## config.mk

```make
export PLATFORM = sky130hd
export DESIGN_NAME = mdr_mem_interface_flat
export DESIGN_NICKNAME = d
export VERILOG_FILES = /design/src/rtl/mdr_mem_interface_if.sv /design/src/rtl/mdr_mem_interface.sv /design/src/flat_wrapper.sv
export SDC_FILE = /design/constraint.sdc
export NUM_CORES = 1
export LEC_CHECK = 0
export CORE_AREA = 2 2 92 94
export CTS_CLUSTER_DIAMETER = 150
export DETAILED_ROUTE_END_ITERATION = 16
export DIE_AREA = 0 0 94 96
export GPL_TIMING_DRIVEN = 0
export PLACE_DENSITY = 0.86
export SLEW_MARGIN = 10
export SYNTH_ARGS = -nofsm -noshare
export SYNTH_HDL_FRONTEND = slang
export SYNTH_SLANG_ARGS = --single-unit
```

## constraint.sdc

```tcl
create_clock -name clock -period 4.2 [get_ports clock]
set_input_delay 0.84 -clock clock [delete_from_list [all_inputs] [get_ports clock]]
set_output_delay 0.84 -clock clock [all_outputs]
set_load 0.01 [all_outputs]
```

## src/rtl/mdr_mem_interface_if.sv

```systemverilog
// MDR / memory sequencer bundle: control-unit side and RAM side.
// The slave modport is the sequencer; the master modport drives it.
interface mdr_mem_interface_if #(
  parameter int DATA_W = 32,
  parameter int ADDR_W = 9
);
  logic [DATA_W-1:0] BusMuxOut;
  logic              MDRin;
  logic              rd_start;
  logic              wr_start;
  logic [ADDR_W-1:0] mar_addr;
  logic [DATA_W-1:0] mem_rdata;
  logic [ADDR_W-1:0] mem_addr;
  logic [DATA_W-1:0] mem_wdata;
  logic              mem_re;
  logic              mem_we;
  logic [DATA_W-1:0] BusMuxIn_MDR;
  logic              busy;
  logic              done;

  modport slave (
    input  BusMuxOut, MDRin, rd_start,
    input  wr_start, mar_addr, mem_rdata,
    output mem_addr, mem_wdata, mem_re,
    output mem_we, BusMuxIn_MDR, busy, done
  );

  modport master (
    output BusMuxOut, MDRin, rd_start,
    output wr_start, mar_addr, mem_rdata,
    input  mem_addr, mem_wdata, mem_re,
    input  mem_we, BusMuxIn_MDR, busy, done
  );
endinterface

```

## src/rtl/mdr_mem_interface.sv

```systemverilog
// Memory Data Register with single-word read/write sequencer
// for a fixed-latency synchronous RAM.
module mdr_mem_interface #(
  parameter int DATA_W  = 32,
  parameter int ADDR_W  = 9,
  parameter int LATENCY = 1
) (
  input  logic clock,
  input  logic clear,
  mdr_mem_interface_if.slave bus
);
  localparam int CW = (LATENCY > 1) ? $clog2(LATENCY) : 1;
  localparam logic [CW-1:0] LAT_M1 = CW'(LATENCY - 1);

  typedef enum logic [2:0] {
    IDLE, RD_REQ, RD_WAIT, WR_REQ, DONE
  } state_t;

  state_t            state, state_n;
  logic [DATA_W-1:0] mdr, mdr_n;
  logic [ADDR_W-1:0] addr_q, addr_n;
  logic [DATA_W-1:0] wdata_q, wdata_n;
  logic              re_q, re_n;
  logic              we_q, we_n;
  logic [CW-1:0]     cnt, cnt_n;

  always_ff @(posedge clock or negedge clear) begin
    if (!clear) begin
      state   <= IDLE;
      mdr     <= '0;
      addr_q  <= '0;
      wdata_q <= '0;
      re_q    <= 1'b0;
      we_q    <= 1'b0;
      cnt     <= '0;
    end else begin
      state   <= state_n;
      mdr     <= mdr_n;
      addr_q  <= addr_n;
      wdata_q <= wdata_n;
      re_q    <= re_n;
      we_q    <= we_n;
      cnt     <= cnt_n;
    end
  end

  always_comb begin
    state_n = state;
    mdr_n   = mdr;
    addr_n  = addr_q;
    wdata_n = wdata_q;
    re_n    = 1'b0;
    we_n    = 1'b0;
    cnt_n   = cnt;
    unique case (state)
      IDLE: begin
        if (bus.MDRin) mdr_n = bus.BusMuxOut;
        // write data is the pre-edge MDR, even if MDRin loads now
        if (bus.rd_start) begin
          state_n = RD_REQ;
          addr_n  = bus.mar_addr;
          re_n    = 1'b1;
        end else if (bus.wr_start) begin
          state_n = WR_REQ;
          addr_n  = bus.mar_addr;
          wdata_n = mdr;
          we_n    = 1'b1;
        end
      end
      RD_REQ: begin
        state_n = RD_WAIT;
        cnt_n   = LAT_M1;
      end
      RD_WAIT: begin
        if (cnt != '0) begin
          cnt_n = cnt - CW'(1);
        end else begin
          mdr_n   = bus.mem_rdata;
          state_n = DONE;
        end
      end
      WR_REQ:  state_n = DONE;
      DONE:    state_n = IDLE;
      default: state_n = IDLE;
    endcase
  end

  assign bus.mem_addr     = addr_q;
  assign bus.mem_wdata    = wdata_q;
  assign bus.mem_re       = re_q;
  assign bus.mem_we       = we_q;
  assign bus.BusMuxIn_MDR = mdr;
  assign bus.busy         = (state != IDLE);
  assign bus.done         = (state == DONE);
endmodule
```

## src/flat_wrapper.sv

```systemverilog
// flat-port wrapper written by rule: the top's interface ports become plain ports
module mdr_mem_interface_flat 
#(
  parameter int DATA_W  = 32,
  parameter int ADDR_W  = 9,
  parameter int LATENCY = 1
)
  (clock, clear, bus_BusMuxOut, bus_MDRin, bus_rd_start, bus_wr_start, bus_mar_addr, bus_mem_rdata, bus_mem_addr, bus_mem_wdata, bus_mem_re, bus_mem_we, bus_BusMuxIn_MDR, bus_busy, bus_done);
  mdr_mem_interface_if #(.DATA_W(DATA_W), .ADDR_W(ADDR_W)) bus_i ();
  input  logic clock;
  input  logic clear;
  input wire logic [$bits(bus_i.BusMuxOut)-1:0] bus_BusMuxOut;
  input wire logic [$bits(bus_i.MDRin)-1:0] bus_MDRin;
  input wire logic [$bits(bus_i.rd_start)-1:0] bus_rd_start;
  input wire logic [$bits(bus_i.wr_start)-1:0] bus_wr_start;
  input wire logic [$bits(bus_i.mar_addr)-1:0] bus_mar_addr;
  input wire logic [$bits(bus_i.mem_rdata)-1:0] bus_mem_rdata;
  output wire logic [$bits(bus_i.mem_addr)-1:0] bus_mem_addr;
  output wire logic [$bits(bus_i.mem_wdata)-1:0] bus_mem_wdata;
  output wire logic [$bits(bus_i.mem_re)-1:0] bus_mem_re;
  output wire logic [$bits(bus_i.mem_we)-1:0] bus_mem_we;
  output wire logic [$bits(bus_i.BusMuxIn_MDR)-1:0] bus_BusMuxIn_MDR;
  output wire logic [$bits(bus_i.busy)-1:0] bus_busy;
  output wire logic [$bits(bus_i.done)-1:0] bus_done;
  assign bus_i.BusMuxOut = bus_BusMuxOut;
  assign bus_i.MDRin = bus_MDRin;
  assign bus_i.rd_start = bus_rd_start;
  assign bus_i.wr_start = bus_wr_start;
  assign bus_i.mar_addr = bus_mar_addr;
  assign bus_i.mem_rdata = bus_mem_rdata;
  assign bus_mem_addr = bus_i.mem_addr;
  assign bus_mem_wdata = bus_i.mem_wdata;
  assign bus_mem_re = bus_i.mem_re;
  assign bus_mem_we = bus_i.mem_we;
  assign bus_BusMuxIn_MDR = bus_i.BusMuxIn_MDR;
  assign bus_busy = bus_i.busy;
  assign bus_done = bus_i.done;
  mdr_mem_interface #(.DATA_W(DATA_W), .ADDR_W(ADDR_W), .LATENCY(LATENCY)) u_core (.clock(clock), .clear(clear), .bus(bus_i));
endmodule
```

==> flow_metrics.tcl, run 1 <==
set metrics [dict create \
    drt_iter0_drc 187 \
    layout.nets 529 \
    grt_pass1_vias 3311 \
    ys_ff_latch 78 \
    synth-edff-count 0 \
    hold_viol_final 0 \
    crit_family "buffers and inverters" \
    synthAdderAreaFrac_pct 0 \
    crit_slowest_cell "clkdlybuf4s50_1" \
    drtAntennaViolNets 0 \
    clockBufferDepth 2 \
    seq_area_frac_synth_pct 54.1 \
    ys_async_sr_fraction_pct 100 \
    mostFrequentLayoutCell "clkdlybuf4s50_1" \
    finalCriticalPeriod_ps 2750 \
    grt_start_max_net_pins 62 \
    cts_root_buf "clkbuf_8" \
    vias_per_cell 5.43 \
    synth_flop_cell "dfrtp_1" \
    fillCellCount 607 \
    power_leakage_nw 2.34 \
    post-dp-hpwl_um 7580 \
    setup_viol 0 \
    crit_path_max_incr_delay_ps 580 \
    status "complete, no violations" \
    path_buf_inv 3 \
    initial_core_util_pct 44.8 \
    syn-num-nets 364 \
    synth_compound_area_share_pct 16.7 \
    wl_met1_um 4310 \
    wire_per_inst_um 18.7 \
    synthSimpleGateAreaFrac_pct 8.57 \
    cts_max_level 3 \
    seq_power_share_pct 33.8 \
    critical_path_class "flop to output port" \
    post_synth.cell_area_avg_um2 12.6 \
    row_count 33 \
    max_slew_margin_pct 65.7 \
    drt_pre_antenna_iters 5 \
    overflow 0 \
    regArea_mm2 0.00195 \
    portBuffers 153 \
    drive_gt1_share_pct 16.7 \
    cap_violations 0 \
    dr_wl_met3_um 574 \
    clock_latency_ps 330 \
    antenna_found_initial 0 \
    synth_top_cell_area_share_pct 54.1 \
    crit_required_ps 3360 \
    yosys-top-cells-area "dfrtp_1 54%, mux2_4 16%, a22oi_1 6.7%" \
    yosys_warnings 0 \
    num_vias 3047 \
    routabilityCongestion 0.849 \
    max_slew.worst_pin.slew_ps 515 \
    synth_top_family_by_area "multiplexers" \
    maxSlewViolCount 0 \
    placed_cell_area_mm2 0.00529 \
    worstPathArrival_ps 1910 \
    synth_mux_area_share_pct 16.8 \
    hold_path_class "input port to asynchronous set/reset pin" \
    sw_frac_of_total_pct 35.0 \
    die_h_um 96 \
    post_cts_resized 0 \
    cp_max_fo 10 \
    finalWirelength_um 10500 \
    num_antenna_cells 0 \
    cts_hold_buffers 0 \
    synth_area_leader_cell "dfrtp_1" \
    cts_setup_buffers 0 \
    cp_cell_sequence "buf_6 > clkbuf_1 > nor3b_1 > clkdlybuf4s50_1" \
    ys_types 22 \
    numCtsBuffers 9 \
    syn_inst 286 \
    power_switching_w 0.00149 \
    p_total_w 0.00425 \
    p_int_w 0.00277 \
    fin_skew_ps 9.66 \
    rsz0062_at_grt "false" \
    grt_pass1_wl_um 16500 \
    multi_input_area_mm2 0.00151 \
    drc 0 \
    clkPwrFrac_pct 13.4 \
    clkTransAtPathRegs_ps 80 \
    hold-worst-slack_ps 373 \
    core_area_mm2 0.00805 \
    boundaryPins 155 \
    peakVddDrop_v 0.000530 \
    die_w_um 94 \
    powerDensity_mw_per_mm2 774 \
    highest_layer "met4" \
    layout_common_cells "152 x clkdlybuf4s50_1, 78 x dfrtp_1, 38 x mux2_4" \
    timing.fmax_mhz 363 \
    comb_power_share_pct 52.8 \
    stdcell_area_mm2 0.00550 \
    cts_tree "yes" \
    syn_to_final_growth_pct 52.4 \
    worst_setup_path_end_kind "output port" \
    grt.total_usage_pct 23.5 \
    synthXorXnorAreaFrac_pct 0 \
    syn_area_mm2 0.00361 \
    cp-start-kind "flop" \
    met2_length_um 5470 \
    fp.dieArea_mm2 0.00902 \
    fin_crit_sh_pct 65.6 \
    cts_sinks 78 \
]
==> power groups by stage <==
| stage | Combinational, W | Sequential, W | Clock, W |
|---|---|---|---|
| final | 0.00225 | 0.00144 | 0.000572 |
| after global routing | 0.00241 | 0.00149 | 0.000612 |
| after CTS | 0.00227 | 0.00144 | 0.000579 |
| after detailed placement | 0.00225 | 0.00145 | 0 |
| after global placement | 0.00219 | 0.00142 | 0 |
| after floorplan | 0.00102 | 0.00156 | 0 |
==> state kept, by name (all words and copies together) (netlist names) <==
register                 count
u_core.bus.BusMuxIn_MDR     32
u_core.bus.mem_wdata        32
u_core.bus.mem_addr          9
u_core.state                 3
u_core.bus.mem_re            1
u_core.bus.mem_we            1
==> Yosys cell counts (3+ instances only) <==
master	n
dfrtp_1	78
nor2b_1	34
a22oi_1	32
mux2_4	38
mux2_2	3
o21ai_0	22
a31oi_1	32
buf_6	4
nor2_1	3
buf_2	10
o21ai_1	10
clkbuf_1	10
==> worst paths after layout <==
| kind | to | cells after the start | slack (ps) | startpoint |
|---|---|---|---|---|
| setup reg to reg | u_core.bus.BusMuxIn_MDR[11] | 4 | 2540 | u_core.state[0] |
| setup / recovery | bus_done | 4 | 1450 | u_core.state[1] |
| hold reg to reg | u_core.bus.mem_wdata[23] | 1 | 510 | u_core.bus.mem_wdata[23] |
| min in group clock | u_core.bus.mem_wdata[23] | 1 | 510 | u_core.bus.mem_wdata[23] |
| hold / removal | u_core.bus.mem_wdata[7] | 1 | 370 | clear |
| max in group asynchronous | u_core.bus.BusMuxIn_MDR[28] | 2 | 3230 | clear |
==> metal layers <==
| metal | GRT usage, % | up-vias |
|---|---|---|
| met3 | 4.07 | 13 |
| met4 | 7.85 | 0 |
| li1 | - | 1391 |
| met1 | 30.1 | 1533 |
| met2 | 40.7 | 110 |
| met5 | 0 | - |
==> stage by stage <==
| step | setup TNS, ps | worst slack (ps) | instances | utilization [%] |
|---|---|---|---|---|
| after CTS | 0 | 1410 | 561 | 68.3 |
| after global routing | 0 | 1320 | 561 | 68.3 |
| after floorplan | 0 | 2340 | 286 | - |
| after global placement | -31590 | -410 | 544 | 65.4 |
| final | 0 | 1450 | 561 | 68.3 |
| after detailed placement | 0 | 1800 | 545 | 65.7 |
==> kinds of logic after synthesis <==
family	Yosys count
AO/OA/AOI/OAI	96
buffers and inverters	26
flip-flops	78
multiplexers	41
AND/OR/NAND/NOR	45
==> final cells by class <==
type / count / area share (%)
timing repair buffer: 154 / 28.3
multi-input combinational: 182 / 27.6
clock buffer: 13 / 2.89
inverter: 2 / 0.137
tap: 105 / 2.39
sequential: 78 / 35.5
buffer: 24 / 2.41
clock inverter: 3 / 0.774
(Power assumes the default switching activity.)
==> run 2: changes to the inputs <==
Settings changed: CORE_AREA 2 2 92 94 to 2 2 95 97, DIE_AREA 0 0 94 96 to 0 0 97 99, PLACE_DENSITY 0.86 to 0.81.
Clock period 4.2 ns to 2.7 ns, I/O delays scaled along.
==> run 2 against run 1 <==
  * Largest cell class unchanged
  * Clock-buffer cell count decreased by 2
  * Setup slack got worse by 1200 ps
  * Utilization decreased by 3.9 points
  * Sequential share of layout area decreased by 0.073 points
==> flow_metrics.tcl, run 2 (same netlist as run 1, synthesis figures left out) <==
set metrics [dict create \
    drt_pre_antenna_iters 5 \
    post_cts_resized 0 \
    numCtsBuffers 9 \
    post-dp-hpwl_um 7380 \
    layout_common_cells "152 x clkdlybuf4s50_1, 78 x dfrtp_1, 38 x mux2_4" \
    crit_path_max_incr_delay_ps 580 \
    final_util_pct 64.4 \
    finalCriticalPeriod_ps 2440 \
    cts_root_buf "clkbuf_8" \
    grt_pass1_vias 3139 \
    initial_core_util_pct 42.2 \
    wire_per_inst_um 18.2 \
    antenna_found_initial 0 \
    crit_family "buffers and inverters" \
    cp-start-kind "flop" \
    cts_sinks 78 \
    cts_setup_buffers 0 \
    regArea_mm2 0.00195 \
    finalWirelength_um 10200 \
    crit_required_ps 2160 \
    overflow 0 \
    fp.dieArea_mm2 0.00960 \
    die_w_um 97 \
    mostFrequentLayoutCell "clkdlybuf4s50_1" \
    dp_slack_ps 619 \
    timing.fmax_mhz 409 \
    hold_path_class "input port to asynchronous set/reset pin" \
    layout.nets 529 \
    routabilityCongestion 0.770 \
    placed_cell_area_mm2 0.00530 \
    clock_latency_ps 340 \
    peakVddDrop_v 0.000634 \
    multi_input_area_mm2 0.00151 \
    powerDensity_mw_per_mm2 1200 \
    drtAntennaViolNets 0 \
    status "complete, no violations" \
    path_buf_inv 3 \
    drc 0 \
    boundaryPins 155 \
    setup_viol 0 \
    cp_cell_sequence "buf_6 > clkbuf_1 > nor3b_1 > clkdlybuf4s50_1" \
    drive_gt1_share_pct 17.1 \
    fin_crit_sh_pct 90.5 \
    fin_skew_ps 10.1 \
    crit_slowest_cell "clkdlybuf4s50_1" \
    grt.total_usage_pct 21.4 \
    stdcell_area_mm2 0.00551 \
    grt_start_max_net_pins 62 \
    max_slew.worst_pin.slew_ps 499 \
    hold_viol_final 0 \
    max_slew_margin_pct 66.7 \
    fin_tns_setup_ps 0 \
    fillCellCount 654 \
    maxSlewViolCount 0 \
    num_antenna_cells 0 \
    hold-worst-slack_ps 65.7 \
    power_leakage_nw 2.34 \
    num_vias 3045 \
    row_count 34 \
    drt_iter0_drc 186 \
    worstPathArrival_ps 1900 \
    cap_violations 0 \
    syn_to_final_growth_pct 52.7 \
    clkTransAtPathRegs_ps 80 \
    rsz0062_at_grt "false" \
    core_area_mm2 0.00855 \
    portBuffers 153 \
    die_h_um 99 \
    cts_tree "yes" \
    critical_path_class "flop to output port" \
    clockBufferDepth 2 \
    cts_hold_buffers 0 \
    grt_pass1_wl_um 16300 \
    cts_max_level 3 \
    vias_per_cell 5.40 \
    worst_slack_ps 256 \
    cp_max_fo 10 \
    worst_setup_path_end_kind "output port" \
]
==> run 2: area by class of cell <==
class                   instances  share of cell area (%)
plain buffers                  24                    2.41
clock buffers                  11                    2.75
clock inverters                 5                    1.05
inverters                       2                   0.136
multi-input cells             182                    27.5
flip-flops and latches         78                    35.4
well taps                     108                    2.45
repair buffers                154                    28.3
==> run 2: power breakdown <==
part           internal (W)  leakage, nW  switching (W)
logic               0.00206         1.30        0.00141
clock network      0.000476       0.0976       0.000431
registers           0.00176        0.945       0.000463
==> run 2: routing by layer <==
layer / global-route usage [%] / share of wire, % / up-vias
li1: - / - / 1384
met1: 27.2 / 42 / 1505
met2: 36.0 / 51 / 133
met3: 4.40 / 5.7 / 23
met4: 8.45 / 2.1 / 0
met5: 0 / 0 / -
==> run 2: final timing paths <==
| check | from | endpoint | slack [ps] | cells past startpoint |
|---|---|---|---|---|
| min reg2reg | u_core.bus.mem_wdata[9] | u_core.bus.mem_wdata[9] | 510 | 1 |
| min in group clock | u_core.bus.mem_wdata[9] | u_core.bus.mem_wdata[9] | 510 | 1 |
| max in group asynchronous | clear | u_core.bus.mem_wdata[25] | 2030 | 2 |
| max | u_core.state[1] | bus_done | 260 | 4 |
| min | clear | u_core.bus.mem_addr[2] | 70 | 1 |
| max reg2reg | u_core.state[0] | u_core.bus.BusMuxIn_MDR[17] | 1060 | 4 |
==> run 2: worst reg2reg max path: stages (launching register included) <==
cell      delay, ps
dfrtp_1         470
nor2_1          330
clkbuf_1        420
a31oi_1         140
o21ai_0         190
==> run 2: metrics by stage <==
step,power [W],cells
finish,0.00661,564
floorplan,0.00401,286
CTS,0.00666,564
global placement,0.00562,547
global route,0.00701,564
detailed placement,0.00572,548
